[src/rtl/mag_peak_detector.sv]
// mag_peak_detector
//   Consumes a stream of unsigned magnitudes over a valid/ready handshake.
//   A start pulse arms one frame. The block then collects FRAME_LEN samples,
//   tracks the largest magnitude and the index of its first occurrence, and
//   holds that result on a valid/ready output until the consumer takes it.
//
// Ports
//   clk, rst_n             clock; asynchronous active-low reset
//   start                  arms a new frame (honoured only in IDLE)
//   mag_in, in_valid       sample input
//   in_ready               high in COLLECT
//   peak_mag, peak_idx     frame result (held through IDLE)
//   peak_valid, out_ready  result handshake
//   busy                   high in COLLECT and DONE
//   thresh, over_cnt       only when MAG_THRESH_EN is defined: a count of
//                          accepted samples with mag_in >= thresh
//
// Build option: MAG_THRESH_EN adds the threshold counter.

module mag_peak_detector #(
  parameter int DATA_W    = 16,
  parameter int FRAME_LEN = 64,
  parameter int IDX_W     = 6
) (
  input  logic              clk,
  input  logic              rst_n,
  input  logic              start,
  input  logic [DATA_W-1:0] mag_in,
  input  logic              in_valid,
  output logic              in_ready,
  output logic [DATA_W-1:0] peak_mag,
  output logic [IDX_W-1:0]  peak_idx,
  output logic              peak_valid,
  input  logic              out_ready,
`ifdef MAG_THRESH_EN
  input  logic [DATA_W-1:0] thresh,
  output logic [IDX_W:0]    over_cnt,
`endif
  output logic              busy
);

  localparam logic [IDX_W-1:0] LAST_IDX = IDX_W'(FRAME_LEN - 1);

  typedef enum logic [1:0] {S_IDLE, S_COLLECT, S_DONE} state_t;

  state_t            r_state, w_next;
  logic [IDX_W-1:0]  r_cnt;
  logic [DATA_W-1:0] r_peak_mag;
  logic [IDX_W-1:0]  r_peak_idx;
  logic              w_accept;
  logic              w_arm;
  logic              w_load;

  assign w_accept = (r_state == S_COLLECT) && in_valid;
  assign w_arm    = (r_state == S_IDLE) && start;
  // Sample 0 always loads. Later samples load only when strictly larger, so a
  // tie keeps the earliest index.
  assign w_load   = w_accept && ((r_cnt == '0) || (mag_in > r_peak_mag));

  always_ff @(posedge clk or negedge rst_n) begin
    if (!rst_n) r_state <= S_IDLE;
    else        r_state <= w_next;
  end

  always_comb begin
    w_next = r_state;
    case (r_state)
      S_IDLE:    if (start) w_next = S_COLLECT;
      S_COLLECT: if (w_accept && (r_cnt == LAST_IDX)) w_next = S_DONE;
      S_DONE:    if (out_ready) w_next = S_IDLE;  // a start here is dropped
      default:   w_next = S_IDLE;
    endcase
  end

  always_ff @(posedge clk or negedge rst_n) begin
    if (!rst_n) begin
      r_cnt      <= '0;
      r_peak_mag <= '0;
      r_peak_idx <= '0;
    end else if (w_arm) begin
      r_cnt      <= '0;
      r_peak_mag <= '0;
      r_peak_idx <= '0;
    end else if (w_accept) begin
      // The counter leaves COLLECT on its last value, so any wrap at
      // FRAME_LEN == 2**IDX_W is never observed; the next start clears it.
      r_cnt <= r_cnt + IDX_W'(1);
      if (w_load) begin
        r_peak_mag <= mag_in;
        r_peak_idx <= r_cnt;
      end
    end
  end

`ifdef MAG_THRESH_EN
  logic [IDX_W:0] r_over_cnt;

  always_ff @(posedge clk or negedge rst_n) begin
    if (!rst_n)
      r_over_cnt <= '0;
    else if (w_arm)
      r_over_cnt <= '0;
    else if (w_accept && (mag_in >= thresh))
      r_over_cnt <= r_over_cnt + (IDX_W+1)'(1);
  end

  assign over_cnt = r_over_cnt;
`endif

  assign in_ready   = (r_state == S_COLLECT);
  assign peak_valid = (r_state == S_DONE);
  assign busy       = (r_state != S_IDLE);
  assign peak_mag   = r_peak_mag;
  assign peak_idx   = r_peak_idx;

endmodule

[config.mk]
export PLATFORM = sky130hd
export DESIGN_NAME = mag_peak_detector
export DESIGN_NICKNAME = d
export VERILOG_FILES = /design/src/rtl/mag_peak_detector.sv
export SDC_FILE = /design/constraint.sdc
export NUM_CORES = 1
export LEC_CHECK = 0
export BUFFER_PORTS_ARGS = -buffer_cell sky130_fd_sc_hd__buf_2
export CAP_MARGIN = 10
export CORE_ASPECT_RATIO = 1.2
export CORE_MARGIN = 3
export CORE_UTILIZATION = 35
export CTS_CLUSTER_SIZE = 14
export DETAILED_ROUTE_END_ITERATION = 6
export PLACE_DENSITY = 0.68
export SLEW_MARGIN = 30
export SYNTH_ARGS = -nofsm -noshare
export SYNTH_HDL_FRONTEND = slang
export SYNTH_SLANG_ARGS = --single-unit
[constraint.sdc]
create_clock -name clk -period 6.4 [get_ports clk]
set_input_delay 0.32 -clock clk [delete_from_list [all_inputs] [get_ports clk]]
set_output_delay 0.32 -clock clk [all_outputs]
set_load 0.02 [all_outputs]
==> results of run 1 <==
[final timing paths]
path | start | end | slack, ns | depth (start not counted)
worst max-delay path | peak_mag[15] | peak_idx[0] | 3.99 | 9
worst min-delay path | rst_n | peak_mag[8] | 0.06 | 1
worst max register to register | peak_mag[15] | peak_idx[0] | 3.99 | 9
worst min register to register | peak_idx[2] | peak_idx[2] | 0.50 | 1
max in group asynchronous | rst_n | peak_mag[14] | 5.92 | 1
min in group clk | out_ready | r_state[1] | 0.21 | 2
[metal layers]
metal | GRT usage | wire length, µm
met3 | 0.0498 | 246
met1 | 0.160 | 1510
met4 | 0.0351 | 34
met5 | 0 | 0
met2 | 0.214 | 1610
[kinds of logic (layout without fill, tap and decap cells)]
group,after synthesis,in the layout,synth area share
AND/OR/NAND/NOR,32,32,0.114
flip-flops,30,30,0.454
buffers and inverters,24,73,0.0718
adder cells (fa/ha/maj),18,18,0.136
AO/OA/AOI/OAI,39,39,0.198
XOR/XNOR,5,5,0.0265
[registers in the layout, indices dropped and copies added, names as in the netlist]
name,flops
peak_idx,6
peak_mag,16
r_cnt,6
r_state,2
[cell usage in the layout (no fill, tap or decap), types with 5 or more instances in the layout]
cell      count
buf_2        45
nor2_1        8
a21oi_1       7
inv_1        19
clkbuf_8      6
ha_1         18
nand3_1       5
dfrtp_1      30
a22o_2       21
[critical path, cell delays in order, from the launching register on]
cell and delay [ns]:
dfrtp_1 0.37, inv_1 0.05, ha_1 0.31, nand4_1 0.15, nor3_1 0.27, a21boi_0 0.22
or4_4 0.16, o211ai_1 0.21, buf_4 0.29, a22o_2 0.27
[through the flow]
stage	total power [W]	instances
after floorplan	0.000667	148
after global placement	0.000785	245
after detailed placement	0.000791	245
after CTS	0.000956	253
after global routing	0.00102	253
final	0.000940	253
[area by class of cell]
| class | instances | area (µm²) | share of cell area |
|---|---|---|---|
| clock buffers | 7 | 86.3 | 0.0431 |
| clock inverters | 1 | 5.00 | 0.00250 |
| inverters | 19 | 71.3 | 0.0356 |
| multi-input cells | 94 | 786 | 0.393 |
| flip-flops and latches | 30 | 751 | 0.375 |
| well taps | 56 | 70.1 | 0.0350 |
| repair buffers | 46 | 233 | 0.116 |
[power groups by stage]
stage,combinational (W),sequential (W),clock (W)
2_1_floorplan,0.000271,0.000396,0
3_3_place_gp,0.000449,0.000336,0
3_5_place_dp,0.000458,0.000334,0
4_1_cts,0.000459,0.000332,0.000165
5_1_grt,0.000503,0.000343,0.000171
6_report,0.000450,0.000331,0.000158
==> impl_metrics.yaml, run 1 <==
status:
  outcome: "finished, final reports clean"
timing:
  finalCriticalPeriod_ns: 2.41
  tns_ns: 0
  worstMarginPinSlew_ns: 0.655
  holdWs_ns: 0.0571
  setup_slack_ns: 3.99
  finalSetupViolations: 0
  report.final.slew_viol_count: 0
  slew_headroom: 0.563
  rsz0062_at_grt: "false"
  finalCritPeriodShare: 0.377
  clock-skew-final_ns: 0.00376
  hold_viol: 0
  fmax_ghz: 0.415
logic_synthesis:
  synthMostInstantiatedCell: "dfrtp_1"
  syn_nets: 187
  synth.area.top_cells: "dfrtp_1 45%, ha_1 14%, a22o_2 13%"
  synth_top_area_cell: "dfrtp_1"
  yosys_most_used_dff: "dfrtp_1"
  async_flop_share: 1.00
  syn_area_per_cell_um2: 11.2
  syn-cell-area_um2: 1660
  synth.distinct_cells: 33
  yosysWarningCount: 0
  synth_commonest_cells: "30 x dfrtp_1, 21 x a22o_2, 19 x inv_1"
  yosysSeqAreaShare: 0.454
  ys_ff_latch: 30
  synth_edf_count: 0
  syn_inst: 148
  synth_top_area_frac: 0.454
global_route:
  grt_pass1_vias: 1254
  grt_pass1_wl_mm: 5.53
  antenna_found_initial: 0
  grtUsageTotal: 0.131
  grt_overflow: 0
  grt_max_degree: 31
final_layout:
  synthToLayoutAreaGrowth_pct: 20.9
  post-route-util: 0.452
  fin_area_um2: 2000
  antenna_cells: 0
  fin_nets: 235
  final_layout_size_suffix_gt1_frac: 0.411
  fillers: 446
place:
  dp_slack_ns: 3.93
  dp_hpwl_mm: 2.59
  gp_congestion: 0.753
  io_buffers: 45
  dpl-instance-area_um2: 1910
job:
  drv_cap: 0
cts:
  clkTransAtPathRegs_ns: 0.06
  root_buffer: "clkbuf_8"
  cts_buffer_depth: 2
  cts_buffers: 5
  post_cts_resized: 0
  clock_insertion_delay_worst_skew_ns: 0.29
  cts_sinks: 30
  holdBufCountCts: 0
  postCtsSetupBuffers: 0
  cts_max_level: 2
  cts_tree: "yes"
die:
  die-area_um2: 5590
  die_w_um: 68.8
  start_util: 0.374
  die_h_um: 81.3
  io_pins: 46
  core_um2: 4420
  rows: 26
power:
  static-leakage-power_nw: 1.05
  switching_share: 0.409
  p_seq_frac: 0.352
  clkPwrFrac: 0.168
  power-per-cell-area_nw_per_um2: 470
  ir_drop_v: 0.000178
  internal_power_w: 0.000556
  switching_power_w: 0.000384
  power_frac_comb: 0.479
min_path:
  min_path_type: "in -> async"
routing:
  first_pass_iters: 2
  routed_wl_mm: 3.40
  vias: 1278
  drc: 0
  wire_per_inst_um: 13.4
  ant_nets: 0
  drt_iter0_markers: 50
  avgViaCountPerCell: 5.05
worst_setup_path:
  crit_type: "reg -> reg"
  worstSetupStartpointType: "flop"
  crit_fanout: 16
  arrival_ns: 2.59
  end_kind: "flop"
  crit_required_ns: 6.58
Power figures use the tool's default switching activity.
==> inputs of run 2 (changes only) <==
--- a/config.mk
+++ b/config.mk
@@ -5,6 +5,7 @@
 export SDC_FILE = /design/constraint.sdc
 export NUM_CORES = 1
 export LEC_CHECK = 0
+export ABC_AREA = 1
 export BUFFER_PORTS_ARGS = -buffer_cell sky130_fd_sc_hd__buf_2
 export CAP_MARGIN = 10
 export CORE_ASPECT_RATIO = 1.2
@@ -12,7 +13,7 @@
 export CORE_UTILIZATION = 35
 export CTS_CLUSTER_SIZE = 14
 export DETAILED_ROUTE_END_ITERATION = 6
-export PLACE_DENSITY = 0.68
+export PLACE_DENSITY = 0.69
 export SLEW_MARGIN = 30
 export SYNTH_ARGS = -nofsm -noshare
 export SYNTH_HDL_FRONTEND = slang
==> constraint.sdc (replaced) <==
create_clock -name clk -period 2.2 [get_ports clk]
set_input_delay 0.11 -clock clk [delete_from_list [all_inputs] [get_ports clk]]
set_output_delay 0.11 -clock clk [all_outputs]
set_load 0.02 [all_outputs]
==> impl_metrics.yaml, run 2 <==
status:
  outcome: "finished, final reports clean"
timing:
  holdWs_ns: 0.0136
  fmax_ghz: 0.522
  report.final.slew_viol_count: 0
  finalCritPeriodShare: 0.871
  slew_headroom: 0.538
  worstMarginPinSlew_ns: 0.694
  tns_ns: 0
  clock-skew-final_ns: 0.00429
  finalSetupViolations: 0
  hold_viol: 0
  finalCriticalPeriod_ns: 1.92
  rsz0062_at_grt: "false"
final_layout:
  antenna_cells: 0
  mostFrequentLayoutCells: "69 x nand2_1, 45 x buf_2, 44 x inv_1"
  final_layout_size_suffix_gt1_frac: 0.223
  largest_reg_flops: 16
  synthToLayoutAreaGrowth_pct: 19.5
  fillers: 527
  fin_nets: 347
  final_common_cell: "nand2_1"
cts:
  clock_insertion_delay_worst_skew_ns: 0.28
  cts_max_level: 2
  clkTransAtPathRegs_ns: 0.06
  cts_sinks: 30
  root_buffer: "clkbuf_8"
  cts_tree: "yes"
  cts_buffer_depth: 2
  cts_buffers: 5
power:
  power-per-cell-area_nw_per_um2: 1280
  static-leakage-power_nw: 1.36
  ir_drop_v: 0.000532
logic_synthesis:
  yosysWarningCount: 0
  yosysSeqAreaShare: 0.390
  synth_top_area_cell: "dfrtp_1"
  syn_nets: 298
  async_flop_share: 1.00
  synth_commonest_cells: "69 x nand2_1, 44 x inv_1, 30 x dfrtp_1, 30 x nor2_1, 26 x nand3_1"
  synth.area.top_cells: "dfrtp_1 39%, nand2_1 13%, ha_1 12%"
  synth.distinct_cells: 23
  syn_area_per_cell_um2: 7.43
  yosys_most_used_dff: "dfrtp_1"
  syn-cell-area_um2: 1920
  synth_top_area_frac: 0.390
  syn_inst: 259
  synth_edf_count: 0
  ys_ff_latch: 30
  synthMostInstantiatedCell: "nand2_1"
global_route:
  grt_pass1_wl_mm: 7.38
  grt_pass1_vias: 1620
  grtUsageTotal: 0.146
  antenna_found_initial: 0
  grt_overflow: 0
  grt_max_degree: 31
routing:
  drt_iter0_markers: 109
  ant_nets: 0
  drc: 0
  wire_per_inst_um: 11.9
  avgViaCountPerCell: 4.67
  first_pass_iters: 4
  routed_wl_mm: 4.39
  vias: 1724
job:
  drv_cap: 0
worst_setup_path:
  worstSetupStartpointType: "flop"
  arrival_ns: 2.08
  crit_fanout: 22
  crit_required_ns: 2.37
  crit_type: "reg -> reg"
  end_kind: "flop"
die:
  rows: 28
  start_util: 0.376
  die_h_um: 87.2
  io_pins: 46
  die_w_um: 73.7
  die-area_um2: 6430
  core_um2: 5110
place:
  gp_congestion: 0.775
  dp_hpwl_mm: 3.34
  io_buffers: 45
min_path:
  min_path_type: "in -> reg"
==> run 2: cell types whose count changed after synthesis, sizes merged, moves of 7 or more <==
cell	change
inv	+27
a22o	-22
o21ai	+7
nor2	+24
nand3	+21
nand2	+72
==> run 2: logic make-up (layout without fill, tap and decap cells) <==
family          count (synthesis)  count (layout)  synth area share
compound gates                 18              18            0.0559
flops                          30              30             0.390
simple gates                  139             139             0.318
buf+inv                        54             104             0.119
fa+ha+maj                      18              18             0.117
==> run 2: power breakdown <==
group / leakage (nW) / switching [W] / internal [W] / total, W
Sequential: 0.379 / 0.000168 / 0.000785 / 0.000952
Combinational: 0.928 / 0.00100 / 0.000534 / 0.00154
Clock: 0.0482 / 0.000205 / 0.000252 / 0.000457
Total: 1.36 / 0.00138 / 0.00157 / 0.00295
==> run 2: final timing paths <==
kind	start	end	slack [ns]	cells past startpoint
min	out_ready	r_state[1]	0.01	2
min in group asynchronous	rst_n	peak_mag[14]	0.41	2
max in group asynchronous	rst_n	r_cnt[4]	1.34	2
min reg2reg	peak_idx[4]	peak_idx[4]	0.48	2
max	peak_mag[15]	peak_mag[6]	0.28	11
max reg2reg	peak_mag[15]	peak_mag[6]	0.28	11
==> run 2: final cells by class <==
| class | count | area [µm²] | area share |
|---|---|---|---|
| Inverter | 46 | 173 | 0.0751 |
| Sequential cell | 30 | 751 | 0.326 |
| Multi-Input combinational cell | 175 | 945 | 0.411 |
| Tap cell | 60 | 75.1 | 0.0326 |
| Clock inverter | 1 | 5.00 | 0.00218 |
| Timing Repair Buffer | 50 | 265 | 0.115 |
| Clock buffer | 7 | 86.3 | 0.0375 |
==> run 2: what timing repair did <==
| action | in CTS | in global routing |
|---|---|---|
| hold buffers | 1 | 0 |
| buffers inserted | 0 | 0 |
| endpoints found under the hold margin | 30 | 0 |
| setup endpoints to repair | 0 | 0 |
| resized for setup | 0 | 0 |
==> run 2: worst max-delay path, stage by stage, from the launching register on <==
cell	delay, ns
dfrtp_1	0.36
inv_1	0.05
ha_1	0.29
nand2_1	0.09
nor3_1	0.27
nand2_1	0.08
nand2_1	0.06
nand2_1	0.06
nand2_2	0.08
nand2_2	0.27
nand2_1	0.16
nand2_1	0.06
==> run 2: metrics by stage <==
step	total power (W)	setup slack [ns]	util	area, µm²	cells
after floorplan	0.00207	0.435	-	1920	259
after global placement	0.00248	0.340	0.430	2200	360
after detailed placement	0.00253	0.289	0.430	2200	360
after CTS	0.00299	0.285	0.450	2300	369
after global routing	0.00322	0.0877	0.450	2300	369
final	0.00295	0.283	0.450	2300	369
==> run 2: metal layers <==
metal / vias to the layer above / part of all wire / global-route usage / wire length [µm]
met5: - / 0 / 0 / 0
li1: 899 / - / - / -
met1: 790 / 0.42 / 0.174 / 1850
met3: 6 / 0.043 / 0.0323 / 187
met4: 0 / 0.012 / 0.0461 / 51
met2: 29 / 0.53 / 0.257 / 2310
==> inputs of run 3 (changes only) <==
--- a/config.mk
+++ b/config.mk
@@ -13,6 +13,7 @@
 export CORE_UTILIZATION = 35
 export CTS_CLUSTER_SIZE = 14
 export DETAILED_ROUTE_END_ITERATION = 6
+export GPL_TIMING_DRIVEN = 0
 export PLACE_DENSITY = 0.69
 export SLEW_MARGIN = 30
 export SYNTH_ARGS = -nofsm -noshare
==> constraint.sdc (replaced) <==
create_clock -name clk -period 1.75 [get_ports clk]
set_input_delay 0.0875 -clock clk [delete_from_list [all_inputs] [get_ports clk]]
set_output_delay 0.0875 -clock clk [all_outputs]
set_load 0.02 [all_outputs]
==> impl_metrics.yaml, run 3 (same netlist as run 2, synthesis figures left out) <==
job:
  drv_cap: 0
worst_setup_path:
  critPathMaxStageDelay_ns: 0.37
  worstSetupStartpointType: "flop"
  end_kind: "flop"
  arrival_ns: 1.92
  path_common_cell: "nand2_1"
  crit_type: "reg -> reg"
  cp_top_family: "simple AND/OR/NAND/NOR gates"
  crit_buf_inv: 2
  r2r_slack_ns: -0.007
  crit_slowest_cell: "dfrtp_2"
  crit_required_ns: 1.92
  crit_fanout: 6
  path_cells: "inv_1 -> ha_1 -> nand2_2 -> nor3_4 -> nand2_1 -> nand2_1 -> nand2_2 -> nand2_4 -> nand2_4 -> buf_6 -> nand2_1 -> nand2_1"
final_layout:
  mostFrequentLayoutCells: "48 x buf_2, 47 x nand2_1, 41 x inv_1"
  final_cells: 392
  synthToLayoutAreaGrowth_pct: 40.1
  final_layout_size_suffix_gt1_frac: 0.392
  final_common_cell: "buf_2"
  largest_reg_flops: 16
  antenna_cells: 0
  fin_nets: 370
  fin_area_um2: 2700
timing:
  finalSetupViolations: 2
  setup_slack_ns: -0.00723
  fmax_ghz: 0.569
  hold_viol: 0
  finalCriticalPeriod_ns: 1.76
  finalCritPeriodShare: 1.00
  worstMarginPinSlew_ns: 0.708
  clock-skew-final_ns: 0.00974
  slew_headroom: 0.528
  report.final.slew_viol_count: 0
  rsz0062_at_grt: "true"
power:
  power-per-cell-area_nw_per_um2: 1680
  clkPwrFrac: 0.147
  ir_drop_v: 0.000578
  switching_power_w: 0.00201
  power_frac_comb: 0.589
  static-leakage-power_nw: 1.50
  switching_share: 0.444
  power_w: 0.00453
  internal_power_w: 0.00252
  p_seq_frac: 0.264
routing:
  first_pass_iters: 4
  wire_per_inst_um: 12.2
  drc: 0
  routed_wl_mm: 4.76
  drt_iter0_markers: 130
  vias: 1838
  avgViaCountPerCell: 4.69
  ant_nets: 0
status:
  outcome: "finished with violations"
  violations: "negative setup slack"
die:
  rows: 28
  die_w_um: 73.7
  io_pins: 46
  die-area_um2: 6430
  die_h_um: 87.2
  core_um2: 5110
  start_util: 0.376
global_route:
  grtUsageTotal: 0.154
  grt_max_degree: 31
  grt_pass1_vias: 1711
  grt_pass1_wl_mm: 7.69
  antenna_found_initial: 0
  grt_overflow: 0
cts:
  cts_tree: "yes"
  root_buffer: "clkbuf_8"
  cts_buffer_depth: 2
  clock_insertion_delay_worst_skew_ns: 0.28
  cts_max_level: 2
  clkTransAtPathRegs_ns: 0.06
  cts_sinks: 30
  cts_buffers: 5
place:
  io_buffers: 45
  dp_hpwl_mm: 3.15
  gp_congestion: 0.808
  placed_cells: 364
  dpl-instance-area_um2: 2230
  dp_slack_ns: -0.120
min_path:
  min_path_type: "in -> reg"
[run 3: cell count changes in the layout (fill, tap and decap cells not counted), moves of 2 or more]
cell	before	now
a21oi_1	8	5
a21oi_2	0	3
buf_2	45	48
buf_4	4	16
buf_6	0	6
clkbuf_8	6	8
ha_1	18	10
ha_4	0	8
inv_1	44	41
inv_2	2	5
nand2_1	69	47
nand2_2	4	24
nand2_4	2	4
[run 3: through the flow]
stage	utilization	hold WS (ns)	TNS (ns)
2_1_floorplan	-	-0.208	0
3_3_place_gp	0.435	0.169	-1.48
3_5_place_dp	0.435	0.181	-2.05
4_1_cts	0.485	0.0996	-0.801
5_1_grt	0.527	0.110	-2.61
6_report	0.527	0.0987	-0.00994
[run 3: what timing repair did]
| item | in CTS | in global routing |
|---|---|---|
| setup buffers | 6 | 10 |
| hold endpoints to repair | 31 | 0 |
| pin swaps | 6 | 8 |
| gates resized for setup | 15 | 33 |
| setup endpoints to repair | 21 | 22 |
| hold buffers | 2 | 0 |
| gates cloned | 2 | 0 |
[run 3: tightest hold or removal path, stage by stage]
cell	delay [ns]
buf_2	0.10
nand2_4	0.08
nand2_1	0.08
[run 3: area by class of cell]
class	count	area, µm²
multi-input cells	175	1130
plain buffers	8	63.8
fillers	483	2420
flip-flops and latches	30	752
well taps	60	75.1
inverters	46	173
repair buffers	65	388
clock buffers	8	110
[run 3: metal layers]
metal  up-vias  wire [µm]  track usage
met1       838       2070        0.195
met2        38       2360        0.247
li1        949          -            -
met4         0        131       0.0758
met3        13        195       0.0335
met5         -          0            0
[run 3: path summary, 6_finish.rpt]
check,depth (start not counted),startpoint,endpoint
min in group asynchronous,2,rst_n,peak_mag[11]
max,12,peak_mag[15],peak_mag[15]
min reg2reg,2,peak_idx[4],peak_idx[4]
min,3,start,r_state[0]
max reg2reg,12,peak_mag[15],peak_mag[15]
max in group asynchronous,2,rst_n,peak_mag[15]
[run 3: power by group through the flow]
stage	Clock, W	Combinational (W)	Sequential [W]
floorplan	0	0.00115	0.00146
global placement	0	0.00196	0.00119
detailed placement	0	0.00200	0.00120
CTS	0.000678	0.00226	0.00119
global route	0.000704	0.00299	0.00123
finish	0.000667	0.00267	0.00119
